**config.mk**
```make
export PLATFORM = sky130hd
export DESIGN_NAME = mem_rr_scheduler
export DESIGN_NICKNAME = d
export VERILOG_FILES = /design/src/rtl/mem_rr_scheduler.sv
export SDC_FILE = /design/constraint.sdc
export NUM_CORES = 1
export LEC_CHECK = 0
export BUFFER_PORTS_ARGS = -buffer_cell sky130_fd_sc_hd__buf_2
export CAP_MARGIN = 20
export CORE_AREA = 2 2 193 195
export DETAILED_ROUTE_END_ITERATION = 12
export DIE_AREA = 0 0 195 197
export GPL_ROUTABILITY_DRIVEN = 0
export HOLD_SLACK_MARGIN = 0.15
export PLACE_DENSITY_LB_ADDON = 0.25
export SYNTH_ARGS = -nofsm -noshare
export SYNTH_HDL_FRONTEND = slang
export SYNTH_SLANG_ARGS = --single-unit
```
**constraint.sdc**
```tcl
create_clock -name clk -period 4.4 [get_ports clk]
set_input_delay 0.66 -clock clk [delete_from_list [all_inputs] [get_ports clk]]
set_output_delay 0.66 -clock clk [all_outputs]
set_load 0.01 [all_outputs]
```
**src/rtl/mem_rr_scheduler.sv**
```systemverilog
// Work-conserving round-robin arbiter sharing one single-port RAM between CORE_NUM cores.
// state  | meaning
// IDLE   | waiting for any request; arbitration happens here
// ACCESS | RAM owned by grant_id for RD_LATENCY cycles
// RESP   | one-cycle response pulse to the served core
module mem_rr_scheduler #(
  parameter int WIDTH      = 32,
  parameter int CORE_NUM   = 4,
  parameter int RD_LATENCY = 2
) (
  input  logic                          clk,
  input  logic                          reset,
  input  logic [CORE_NUM-1:0]           request,
  input  logic [CORE_NUM-1:0]           wren_core,
  input  logic [CORE_NUM*WIDTH-1:0]     address_in,
  input  logic [CORE_NUM*WIDTH-1:0]     data_in,
  output logic [CORE_NUM*WIDTH-1:0]     data_out,
  output logic [CORE_NUM-1:0]           response,
  output logic [WIDTH-1:0]              address,
  output logic [WIDTH-1:0]              data_write,
  output logic                          wren,
  input  logic [WIDTH-1:0]              data_read,
  output logic [$clog2(CORE_NUM)-1:0]   grant_id,
  output logic                          busy
);

  localparam int IDW  = $clog2(CORE_NUM);
  localparam int CNTW = $clog2(RD_LATENCY) + 1;
  localparam logic [CNTW-1:0] LAST = CNTW'(RD_LATENCY - 1);

  typedef enum logic [1:0] {IDLE, ACCESS, RESP} state_t;

  state_t          state, state_next;
  logic [IDW-1:0]  last_grant;
  logic [CNTW-1:0] cnt;
  logic            wr_op;

  logic [IDW-1:0]   pick, idx;
  logic             pick_valid;
  logic [WIDTH-1:0] pick_addr, pick_data;
  logic             pick_wr;

  // Search downward so the closest core after last_grant is the final winner.
  always_comb begin
    pick       = last_grant;
    pick_valid = 1'b0;
    idx        = '0;
    for (int k = CORE_NUM; k >= 1; k--) begin
      idx = last_grant + IDW'(k);
      if (request[idx]) begin
        pick       = idx;
        pick_valid = 1'b1;
      end
    end
    pick_addr = '0;
    pick_data = '0;
    pick_wr   = 1'b0;
    for (int i = 0; i < CORE_NUM; i++) begin
      if (IDW'(i) == pick) begin
        pick_addr = address_in[i*WIDTH +: WIDTH];
        pick_data = data_in[i*WIDTH +: WIDTH];
        pick_wr   = wren_core[i];
      end
    end
  end

  always_ff @(posedge clk) begin
    if (reset) state <= IDLE;
    else       state <= state_next;
  end

  always_comb begin
    state_next = state;
    case (state)
      IDLE:    if (pick_valid) state_next = ACCESS;
      ACCESS:  if (cnt == LAST) state_next = RESP;
      RESP:    state_next = IDLE;
      default: state_next = IDLE;
    endcase
  end

  always_ff @(posedge clk) begin
    if (reset) begin
      last_grant <= '1;
      cnt        <= '0;
      wr_op      <= 1'b0;
      data_out   <= '0;
      response   <= '0;
      address    <= '0;
      data_write <= '0;
      wren       <= 1'b0;
      grant_id   <= '0;
      busy       <= 1'b0;
    end else begin
      case (state)
        IDLE: begin
          if (pick_valid) begin
            address    <= pick_addr;
            grant_id   <= pick;
            last_grant <= pick;
            busy       <= 1'b1;
            cnt        <= '0;
            wr_op      <= pick_wr;
            if (pick_wr) begin
              data_write <= pick_data;
              wren       <= 1'b1;
            end
          end
        end
        ACCESS: begin
          wren <= 1'b0;
          cnt  <= cnt + 1'b1;
          if (cnt == LAST) begin
            for (int i = 0; i < CORE_NUM; i++) begin
              if (IDW'(i) == grant_id) begin
                response[i] <= 1'b1;
                if (!wr_op) data_out[i*WIDTH +: WIDTH] <= data_read;
              end
            end
          end
        end
        RESP: begin
          response <= '0;
          busy     <= 1'b0;
        end
        default: ;
      endcase
    end
  end

endmodule

```
# Word-level counts from Yosys, hierarchy flattened
# Cells that the tools add are included.
[totals]
register_bits = 207
in_bits = 298
out_inout_bits = 200
wordCells = 105
[classes]
add_sub_neg = 4
order_cmp = 4
n_eq_ne = 16
n_mux = 43
bitwise_logic = 1
n_reduce_logical = 20
[ops]
columns = ["op", "n"]
rows = [
  ["$mux W32", 8],
  ["$mux W1", 19],
  ["$reduce_and A3 Y1", 6],
  ["$reduce_and A4 Y1", 4],
  ["$ne A2 B2 Y1 const B", 7],
  ["$lt A2 B3 Y1 const B", 4],
  ["$mux W2", 6],
  ["$bmux W1 S2", 4],
  ["$eq A2 B2 Y1 const A", 4],
  ["$pmux W2 S2", 2],
  ["$pmux W4 S2", 1],
  ["$reduce_and A2 Y1", 4],
  ["$logic_not A2 Y1", 3],
  ["$reduce_bool A2 Y1", 3],
  ["$add A2 B1 Y2 const B", 2],
  ["$add A2 B2 Y2 const B", 2],
  ["$eq A1 B2 Y1 const A", 2],
  ["$eq A2 B1 Y1 const B", 2],
  ["$mux W4", 1],
  ["$pmux W1 S2", 2],
  ["$eq A2 B2 Y1 const B", 1],
  ["$not A1 Y1", 1],
]

# Depth between registers and ports, before layout
# Gate-level depths: netlist (run 1).
[depth]
word_depth = 14
ltp_mapped = 9
mapped_depth_nobuf = 7

# Worst setup path before layout (run 1)
# No wires, ideal clock.
[synth_timing]
path_type = "in2reg"
startpoint = "input request[1]"
endpoint = "register data_write[10]"
setup_time_ps = 72
arrival_time_ps = 2181
required_time_ps = 4328
slack_ps = 2148
stages = 9
n_path_buf = 3
cell_sequence = "nor2b_1 o21a_1 a221o_1 buf_4 a211oi_2 or3_1 buf_4 buf_6 mux2i_1"
[synth_between]
elab_chain_cells = 11
elab_cells_between_ends = 28
cone_classes = "eq/ne (3); mux (23); reduce/logical (2)"
[synth_lines]
columns = ["element", "line", "source"]
rows = [
  ["from (decl)", "13", "input logic [CORE_NUM-1:0] request,"],
  ["$bmux W1 S2", "50", "if (request[idx]) begin"],
  ["$mux W1 (implied by the code)", "50", ""],
  ["$mux W2 (3 in a row)", "50", ""],
  ["$logic_not A2 Y1", "59", "if (IDW'(i) == pick) begin"],
  ["$mux W1 (4 in a row)", "59", ""],
  ["$reduce_and A3 Y1 (no line)", "-", ""],
  ["to (signal assigned)", "105", "data_write <= pick_data;"],
  ["to (decl)", "20", "output logic [WIDTH-1:0] data_write,"],
]
# Parallel ways exist; a longest one is shown, timed or not. The select of a mux whose other input is x is not followed.
# A chain may end at the register's enable or synchronous reset.

# Worst setup path in the final report (run 1)
[layout_timing]
startpoint = "register last_grant[0]"
endpoint = "register data_write[10]"
[layout_between]
elab_chain_cells = 12
elab_cells_between_ends = 31
cone_classes = "add/sub (3); eq/ne (3); mux (23); reduce/logical (2)"
[layout_lines]
columns = ["element", "line", "source"]
rows = [
  ["from (decl)", "34", "logic [IDW-1:0] last_grant;"],
  ["from (signal assigned)", "100", "last_grant <= pick;"],
  ["$add A2 B2 Y2", "49", "idx = last_grant + IDW'(k);"],
  ["$bmux W1 S2", "50", ""],
  ["$mux W1 (implied by the code)", "50", ""],
  ["$mux W2 (3 in a row)", "50", ""],
  ["$logic_not A2 Y1", "59", ""],
  ["$mux W1 (4 in a row)", "59", ""],
  ["$reduce_and A3 Y1 (no line)", "-", ""],
]
# Parallel ways exist; a longest one is shown, timed or not. The select of a mux whose other input is x is not followed.

==> impl_metrics.tcl, run 1 <==
set metrics [dict create \
    grt_busiest_layer "met2" \
    yosysMostFrequentCell "nand2_1" \
    finalNonFillerCells 1993 \
    grt_use_met3_pct 3.816 \
    drive_above_1_share_pct 39.66 \
    final_antenna_net_count 0 \
    die_area_um2 38420 \
    grt.met1_usage_pct 23.62 \
    cts_setup_buffers 0 \
    cts.path.max_buffers 3 \
    setup_tns_ps 0 \
    startpoint_type "flop" \
    synth_edf_count 0 \
    rsz0062_at_grt "no" \
    ys_seq_area_share_pct 45.33 \
    io_buffers 497 \
    post-route-util_pct 35.49 \
    crit_buf_inv 1 \
    crit_chain "nor2b_1 -> o21ai_2 -> nand2_2 -> a211oi_1 -> or3_2 -> buf_4 -> mux2i_1" \
    die_x_um 195 \
    maxCapViolations 0 \
    max_clock_freq_mhz 348.6 \
    max-vdd-ir-drop_uv 237.7 \
    dpl_cell_area_um2 12020 \
    cts_tree "yes" \
    antenna_found_initial 5 \
    grt.met2_usage_pct 30.90 \
    syn_area_per_cell_um2 8.707 \
    vias 9445 \
    worst_pin_slew_ps 876.9 \
    skew_ps 12.22 \
    syn2layout_area_growth_pct 40.76 \
    dp_hpwl_mm 26.64 \
    drt-initial-drc-count 445 \
    cts_sinks 207 \
    yosys_register_bits 207 \
    yosys-top-cells-area "dfxtp_1 45%, nand2_1 13%, mux4_2 7.9%" \
    slew_viol_final 0 \
    grt_pass1_wl_mm 55.22 \
    synth_top_area_share_pct 45.33 \
    design.core.area_um2 36260 \
    max_stage_delay_ps 460 \
    power_density_nw_per_um2 414.1 \
    slowest_stage "dfxtp_1" \
    worst_ep_required_time_ps 4850 \
    vias_per_cell 4.739 \
    fillCellCount 3878 \
    finalHoldViolCount 0 \
    slew_headroom_pct 41.47 \
    power_leakage_nw 5.912 \
    syn_nets 1349 \
    syn_inst 1050 \
    grt_pass1_vias 9542 \
    yosysUniqueCellTypes 37 \
    finalInstanceArea_um2 12870 \
    hold_path.class "input port to flop" \
    grt_max_degree 113 \
    post_cts_resized 0 \
    ioPinCount 498 \
    worst-setup-path-type "flop to flop" \
    fin_crit_sh_pct 65.19 \
    cts_root_buf "clkbuf_16" \
    finalCriticalPeriod_ps 2868 \
    drc_errors 0 \
    wire_per_inst_um 18.49 \
    cts_made_buffers 26 \
    clk_pin_slew_worst_paths_ps 60 \
    outcome "finished clean" \
    syn-cell-area_um2 9143 \
    cp.arrival_ps 3320 \
    yosysWarningCount 0 \
    synth_commonest_cells "328 x nand2_1, 207 x dfxtp_1, 134 x a21oi_1" \
    routed_wl_mm 36.85 \
    setup_violations 0 \
    placedCellCount 1944 \
    final_nets 1803 \
    grt_overflow_total 0 \
    synth-main-ff-cell "dfxtp_1" \
    power_mw 5.329 \
    end_kind "flop" \
    critPathTopFamily "simple AND/OR/NAND/NOR gates" \
    clock_latency_ps 520 \
    gr-usage-all-layers_pct 18.40 \
    hold_buffers 0 \
    row_count 70 \
    ys_async_sr_fraction_pct 0 \
    yosys.area.top_type "dfxtp_1" \
    crit_fanout 28 \
    die_h_um 197 \
    start_util_pct 25.21 \
    cts_max_level 1 \
    detail_route.first_pass.iterations 5 \
]
[worst min-delay path, delay by kind of cell]
family	cells	cell delay [ps]
AND/OR/NAND/NOR	1	50
AO/OA/AOI/OAI	1	50
buffers and inverters	1	120
[cell type report]
| cell class | count | area, um2 | area share (%) |
|---|---|---|---|
| multi-input combinational | 746 | 4581 | 35.60 |
| sequential | 207 | 4144 | 32.20 |
| timing repair buffer | 518 | 2689 | 20.89 |
| clock buffer | 35 | 725.7 | 5.639 |
| tap | 468 | 585.6 | 4.550 |
| clock inverter | 12 | 120.1 | 0.9334 |
| inverter | 5 | 18.77 | 0.1458 |
| antenna | 2 | 5.005 | 0.03889 |
[per-layer routing]
layer,up-vias,wire length [um]
met5,-,23
met4,4,1182
met3,68,2414
met2,340,17210
met1,4465,16020
li1,4568,-
[registers in the layout (all words and copies together), names as in the netlist]
register    flops
cnt             2
state           2
address        32
wr_op           1
last_grant      2
busy            1
data_write     32
wren            1
response        4
grant_id        2
data_out      128
[logic make-up (layout without fill, tap and decap cells)]
logic type / Yosys count / count (layout) / synth area share (%)
other: 0 / 2 / 0
buffers and inverters: 97 / 570 / 4.968
DFF: 207 / 207 / 45.33
AOI/OAI and AO/OA: 247 / 247 / 18.08
muxes: 64 / 64 / 11.39
and+or+nand+nor: 434 / 434 / 20.10
adders and majority gates: 1 / 1 / 0.1368
[layout by cell type, fill, tap and decap left out, drive strengths merged, types with 3 or more instances in the layout]
| cell | Yosys | final |
|---|---|---|
| mux4 | 32 | 32 |
| dfxtp | 207 | 207 |
| nor2b | 5 | 5 |
| o21ai | 3 | 3 |
| clkinv | 0 | 8 |
| and2 | 4 | 4 |
| clkbuf | 58 | 35 |
| buf | 34 | 518 |
| a311o | 32 | 32 |
| and3 | 35 | 35 |
| nand2b | 35 | 35 |
| a22o | 32 | 32 |
| mux2i | 32 | 32 |
| a211oi | 35 | 35 |
| nor2 | 21 | 21 |
| nand2 | 328 | 328 |
| inv | 5 | 6 |
| a21oi | 134 | 134 |
[final timing paths]
| check | end | startpoint | cells after the start | slack, ps |
|---|---|---|---|---|
| max | data_write[10] | last_grant[0] | 7 | 1530 |
| max reg2reg | data_write[10] | last_grant[0] | 7 | 1530 |
| min reg2reg | busy | busy | 2 | 450 |
| min | data_out[56] | data_read[24] | 3 | 400 |
[stage by stage]
step | setup WS (ps) | hold WS, ps
after floorplan | 2148 | 449.9
after global placement | 1277 | 438.2
after detailed placement | 1191 | 440.1
after CTS | 1538 | 376.6
after global routing | 1271 | 391.8
final | 1532 | 404.5
[where the power goes]
part	internal, mW	leakage, nW	total (mW)	switching, mW
logic	0.528	3.81	1.13	0.604
clock network	1.27	0.419	2.11	0.840
registers	2.00	1.68	2.08	0.0818
No activity file was read; power rests on OpenSTA's default activity.
==> run 2, diff against run 1 <==
CORE_AREA = 2 2 195 197   (was 2 2 193 195)
DIE_AREA = 0 0 197 199   (was 0 0 195 197)
clock period = 3 ns   (was 4.4 ns; I/O delays follow)
==> run 2 against run 1 <==
  * Global-route usage is 0.42 points lower
  * Critical path type unchanged
  * First-iteration DRC count is 0.22% higher
  * Utilization is 0.62 points lower
  * Final cell count is 0.70% higher
  * Largest cell class unchanged
  * Combinational power is 48% higher
  * Register-to-register slack worse by 860 ps
  * Fmax is 23% higher
  * Clock power is 46% higher
  * Die area is 2.1% higher
  * Routed wire length is 0.95% higher
  * Sequential power is 47% higher
==> impl_metrics.tcl, run 2 (same netlist as run 1, synthesis figures left out) <==
set metrics [dict create \
    drt-initial-drc-count 446 \
    skew_ps 13.62 \
    top_register "data_out" \
    placedCellCount 1954 \
    die_area_um2 39200 \
    worst-setup-path-type "flop to flop" \
    grt_pass1_vias 9394 \
    drc_errors 0 \
    post_cts_resized 0 \
    layout_common_cells "496 x buf_2, 327 x nand2_1, 207 x dfxtp_1" \
    setup_violations 0 \
    startpoint_type "flop" \
    hold_buffers 6 \
    max_clock_freq_mhz 429.7 \
    grt_overflow_total 0 \
    cp.arrival_ps 2790 \
    cts_sinks 207 \
    post-route-util_pct 34.87 \
    slew_viol_final 0 \
    hold_path.class "input port to flop" \
    start_util_pct 24.62 \
    end_kind "flop" \
    antenna_found_initial 4 \
    fin_crit_sh_pct 77.58 \
    reg.largest.list "data_out: 128 flops, address: 32 flops, data_write: 32 flops" \
    dp_worst_setup_slack_ps 437.7 \
    routed_wl_mm 37.20 \
    worst_ep_required_time_ps 3460 \
    power_leakage_nw 5.954 \
    finalCriticalPeriod_ps 2327 \
    largest_reg_flops 128 \
    fillCellCount 3925 \
    outcome "finished clean" \
    final_common_cell "buf_2" \
    wire_per_inst_um 18.54 \
    seqCellArea_um2 4144 \
    syn2layout_area_growth_pct 41.63 \
    cts_root_buf "clkbuf_16" \
    cts_max_level 1 \
    cts_setup_buffers 0 \
    cts.path.max_buffers 3 \
    cts_made_buffers 25 \
    max-vdd-ir-drop_uv 274.8 \
    cts_tree "yes" \
    design.core.area_um2 37130 \
    worst_pin_slew_ps 695.3 \
    die_x_um 197 \
    setup_slack_ps 672.5 \
    final_antenna_net_count 0 \
    io_buffers 497 \
    grt_pass1_wl_mm 54.97 \
    vias 9521 \
    drive_above_1_share_pct 39.65 \
    clk_pin_slew_worst_paths_ps 60 \
    power_density_nw_per_um2 603.7 \
    finalNonFillerCells 2007 \
    detail_route.first_pass.iterations 5 \
    vias_per_cell 4.744 \
    dp_hpwl_mm 26.67 \
    crit_fanout 32 \
    setup_tns_ps 0 \
    final_nets 1812 \
    grt_max_degree 94 \
    die_h_um 199 \
    multiInputGateArea_um2 4577 \
    rsz0062_at_grt "no" \
    maxCapViolations 0 \
    gr-usage-all-layers_pct 17.99 \
    slew_headroom_pct 53.65 \
    ioPinCount 498 \
    row_count 71 \
    finalHoldViolCount 0 \
    clock_latency_ps 530 \
]
-- run 2: cell type report --
type | instances | share of cell area (%)
Tap cell | 474 | 4.580
Multi-Input combinational cell | 746 | 35.35
Sequential cell | 207 | 32.00
Antenna cell | 2 | 0.03865
Clock buffer | 35 | 5.508
Clock inverter | 10 | 0.9180
Timing Repair Buffer | 528 | 21.46
Inverter | 5 | 0.1449
-- run 2: metal layers --
metal  track usage (%)  share of wire [%]  vias to the layer above
li1                  -                  -                     4590
met5                 0                  0                        -
met4             5.458                2.3                        0
met1             23.31                 44                     4520
met3             3.781                6.8                       60
met2             30.05                 47                      351
-- run 2: worst max-delay path, cell delays in order, from the launching register on --
cell	delay [ps]
dfxtp_1	420
nor2b_1	100
o21a_1	230
a221o_4	370
a211oi_2	230
or3_2	160
buf_4	460
mux2i_1	250
-- run 2: per-stage QoR --
step / hold slack (ps) / total power [mW] / instance area, um2
3_5_place_dp: 444.1 / 4.788 / 12050
5_1_grt: 165.4 / 8.194 / 12950
3_3_place_gp: 436.5 / 4.769 / 12050
2_1_floorplan: 449.9 / 4.133 / 9143
6_report: 182.2 / 7.818 / 12950
4_1_cts: 150.3 / 7.927 / 12940
-- run 2: path summary, 6_finish.rpt --
| kind | endpoint | cells after the start | slack (ps) | start |
|---|---|---|---|---|
| min | data_out[34] | 3 | 180 | data_read[2] |
| min reg2reg | data_out[33] | 2 | 450 | data_out[33] |
| max | data_write[16] | 7 | 670 | last_grant[0] |
| max reg2reg | data_write[16] | 7 | 670 | last_grant[0] |
-- run 2: where the power goes --
| part | internal [mW] | total, mW | switching (mW) |
|---|---|---|---|
| clock network | 1.84 | 3.09 | 1.25 |
| logic | 0.784 | 1.67 | 0.891 |
| registers | 2.94 | 3.06 | 0.121 |
==> run 3, diff against run 2 <==
ABC_AREA = 1   (was not set)
CORE_AREA = 2 2 196 198   (was 2 2 195 197)
DIE_AREA = 0 0 198 200   (was 0 0 197 199)
clock period = 2.38 ns   (was 3 ns; I/O delays follow)
==> run 3 against run 2 <==
  * Sequential cell count stayed put
  * Combinational power grew to 4.7 times the previous value
  * Global-route usage is 1.1 points higher
  * Via count is 19% higher
  * Hold slack worse by 8.9 ps
  * Final area is 8.0% higher
  * Sequential share of layout area is 2.3 points lower
  * Routed wire length is 7.7% higher
  * Clock power is 40% higher
  * Largest cell class unchanged
  * Highest routed layer unchanged
==> impl_metrics.tcl, run 3 <==
set metrics [dict create \
    startpoint_type "flop" \
    synth-main-ff-cell "dfxtp_1" \
    seq_power_share_pct 26.4 \
    syn_nets 1711 \
    largest_reg_flops 128 \
    hold_path.class "input port to flop" \
    cts_max_level 1 \
    io_buffers 497 \
    die_x_um 198 \
    ys_seq_area_share_pct 43.94 \
    detail_route.first_pass.iterations 5 \
    clock_latency_ps 560 \
    cts_sinks 207 \
    ff2ff_setup_slack_ps 290 \
    vias 11335 \
    wire_per_inst_um 16.34 \
    slew_headroom_pct 55.87 \
    rsz0062_at_grt "no" \
    setup_tns_ps 0 \
    cts_root_buf "clkbuf_16" \
    ioPinCount 498 \
    synth_commonest_cells "455 x nand2_1, 207 x dfxtp_1, 182 x nand3_1" \
    cts_made_buffers 26 \
    drc_errors 0 \
    gr-usage-all-layers_pct 19.13 \
    final_nets 2216 \
    fin_crit_sh_pct 88.00 \
    finalCriticalPeriod_ps 2095 \
    yosys.area.top_type "dfxtp_1" \
    layout_common_cells "496 x buf_2, 455 x nand2_1, 206 x dfxtp_1" \
    start_util_pct 25.21 \
    syn_area_per_cell_um2 6.679 \
    clk_pin_slew_worst_paths_ps 60 \
    grt_overflow_total 0 \
    worst-setup-path-type "flop to flop" \
    die_area_um2 39600 \
    worst_ep_required_time_ps 2800 \
    placedCellCount 2358 \
    seqCellArea_um2 4148 \
    cts.path.max_buffers 3 \
    ys_async_sr_fraction_pct 0 \
    fillCellCount 4027 \
    slew_viol_final 0 \
    syn_inst 1412 \
    yosys-top-cells-area "dfxtp_1 44%, nand2_1 18%, nand3_1 9.7%" \
    post-route-util_pct 37.39 \
    max-vdd-ir-drop_uv 583.9 \
    power_leakage_nw 6.735 \
    syn-cell-area_um2 9430 \
    multiInputGateArea_um2 4649 \
    syn2layout_area_growth_pct 48.28 \
    final_antenna_net_count 0 \
    top_register "data_out" \
    drive_above_1_share_pct 31.13 \
    skew_ps 33.82 \
    netSwitchingFraction_pct 41.87 \
    row_count 71 \
    final_common_cell "buf_2" \
    dp_hpwl_mm 28.72 \
    antenna_found_initial 5 \
    reg.largest.list "data_out: 128 flops, address: 32 flops, data_write: 32 flops" \
    p_comb_share_pct 47.5 \
    design.core.area_um2 37400 \
    timing.hold.ws_ps 173.4 \
    synth_top_area_share_pct 43.94 \
    outcome "finished clean" \
    grt_pass1_vias 10772 \
    power_density_nw_per_um2 1181 \
    end_kind "flop" \
    drt-initial-drc-count 608 \
    setup_violations 0 \
    dp_worst_setup_slack_ps 76.64 \
    cts_tree "yes" \
    yosysUniqueCellTypes 26 \
    cp.arrival_ps 2520 \
    routed_wl_mm 40.07 \
    worst_pin_slew_ps 662.0 \
    vias_per_cell 4.621 \
    p_int_mw 9.602 \
    yosysWarningCount 0 \
    finalHoldViolCount 0 \
    die_h_um 200 \
    finalNonFillerCells 2453 \
    yosysMostFrequentCell "nand2_1" \
    switchingPower_mw 6.915 \
    setup_slack_ps 285.5 \
    synth_edf_count 0 \
    grt_pass1_wl_mm 59.91 \
    max_clock_freq_mhz 477.4 \
    maxCapViolations 0 \
    crit_fanout 16 \
    yosys_register_bits 207 \
    clkPwrFrac_pct 26.2 \
    grt_max_degree 137 \
]
## run 3: cell count changes in the layout (fill, tap and decap cells not counted), moves of 33 or more
cell / before / now
nand3_1: 2 / 182
and3_1: 35 / 0
nand2b_1: 35 / 0
inv_1: 5 / 48
dlygate4sd3_1: 6 / 42
nor2_1: 19 / 151
nand2_1: 327 / 455
o21ai_0: 1 / 34
nand4_1: 0 / 49
a211oi_1: 34 / 0
## run 3: cells by family after synthesis
logic type,count (synthesis),share of synthesized area [%]
AND/OR/NAND/NOR,854,38.34
flip-flops,207,43.94
AO/OA/AOI/OAI,193,10.35
buffers and inverters,157,7.231
adder cells (fa/ha/maj),1,0.1327
## run 3: area by class of cell
| class | instances | share of cell area (%) |
|---|---|---|
| multi-input cells | 1048 | 33.25 |
| diodes | 5 | 0.08948 |
| inverters | 53 | 1.423 |
| flip-flops and latches | 207 | 29.66 |
| clock inverters | 13 | 1.655 |
| clock buffers | 35 | 5.181 |
| well taps | 511 | 4.572 |
| repair buffers | 581 | 24.17 |
## run 3: metrics by stage
| step | cell area [um2] | power, mW |
|---|---|---|
| final | 13980 | 16.52 |
| after global routing | 13980 | 17.75 |
| after CTS | 13960 | 16.72 |
| after detailed placement | 12590 | 12.26 |
| after global placement | 12590 | 12.19 |
| after floorplan | 9430 | 9.340 |
## run 3: what timing repair did
action                                  4_1_cts  5_1_grt
endpoints found under the hold margin       137        0
hold buffers                                 42        0
endpoints found under the setup margin        0       66
setup buffers                                 0        0
resized for setup                             0        3
## run 3: path summary, 6_finish.rpt
| kind | depth (start not counted) | startpoint | to |
|---|---|---|---|
| setup / recovery | 17 | last_grant[0] | data_write[27] |
| hold / removal | 5 | data_in[38] | data_write[6] |
| setup reg to reg | 17 | last_grant[0] | data_write[27] |
| hold reg to reg | 2 | response[3] | response[3] |
## run 3: per-layer routing
metal / part of all wire, % / up-vias / wire [um] / GRT usage (%)
li1: - / 5630 / - / -
met1: 41 / 5192 / 16300 / 22.57
met2: 48 / 462 / 19340 / 33.97
met3: 8.6 / 51 / 3461 / 5.108
met4: 2.4 / 0 / 968 / 5.764
met5: 0 / - / 0 / 0
## run 3: critical path, cell delays in order (launching register included)
cell and delay (ps):
dfxtp_4 380, inv_2 150, nand2_1 110, nand2_2 100
nand2_1 50, nand2_1 60, nand2_1 80, nand2_1 90
nand2_1 60, nand2_2 160, nor2_4 70, inv_1 100
buf_12 150, nor2_1 40, nor2_1 170, nand3_1 100
nand2_1 70, nor2_1 40
## run 3: power groups by stage
| stage | registers, mW | logic, mW | clock network (mW) |
|---|---|---|---|
| global placement | 4.41 | 7.78 | 0 |
| finish | 4.35 | 7.84 | 4.32 |
| detailed placement | 4.42 | 7.84 | 0 |
| floorplan | 4.59 | 4.75 | 0 |
| global route | 4.42 | 8.76 | 4.58 |
| CTS | 4.35 | 7.92 | 4.45 |
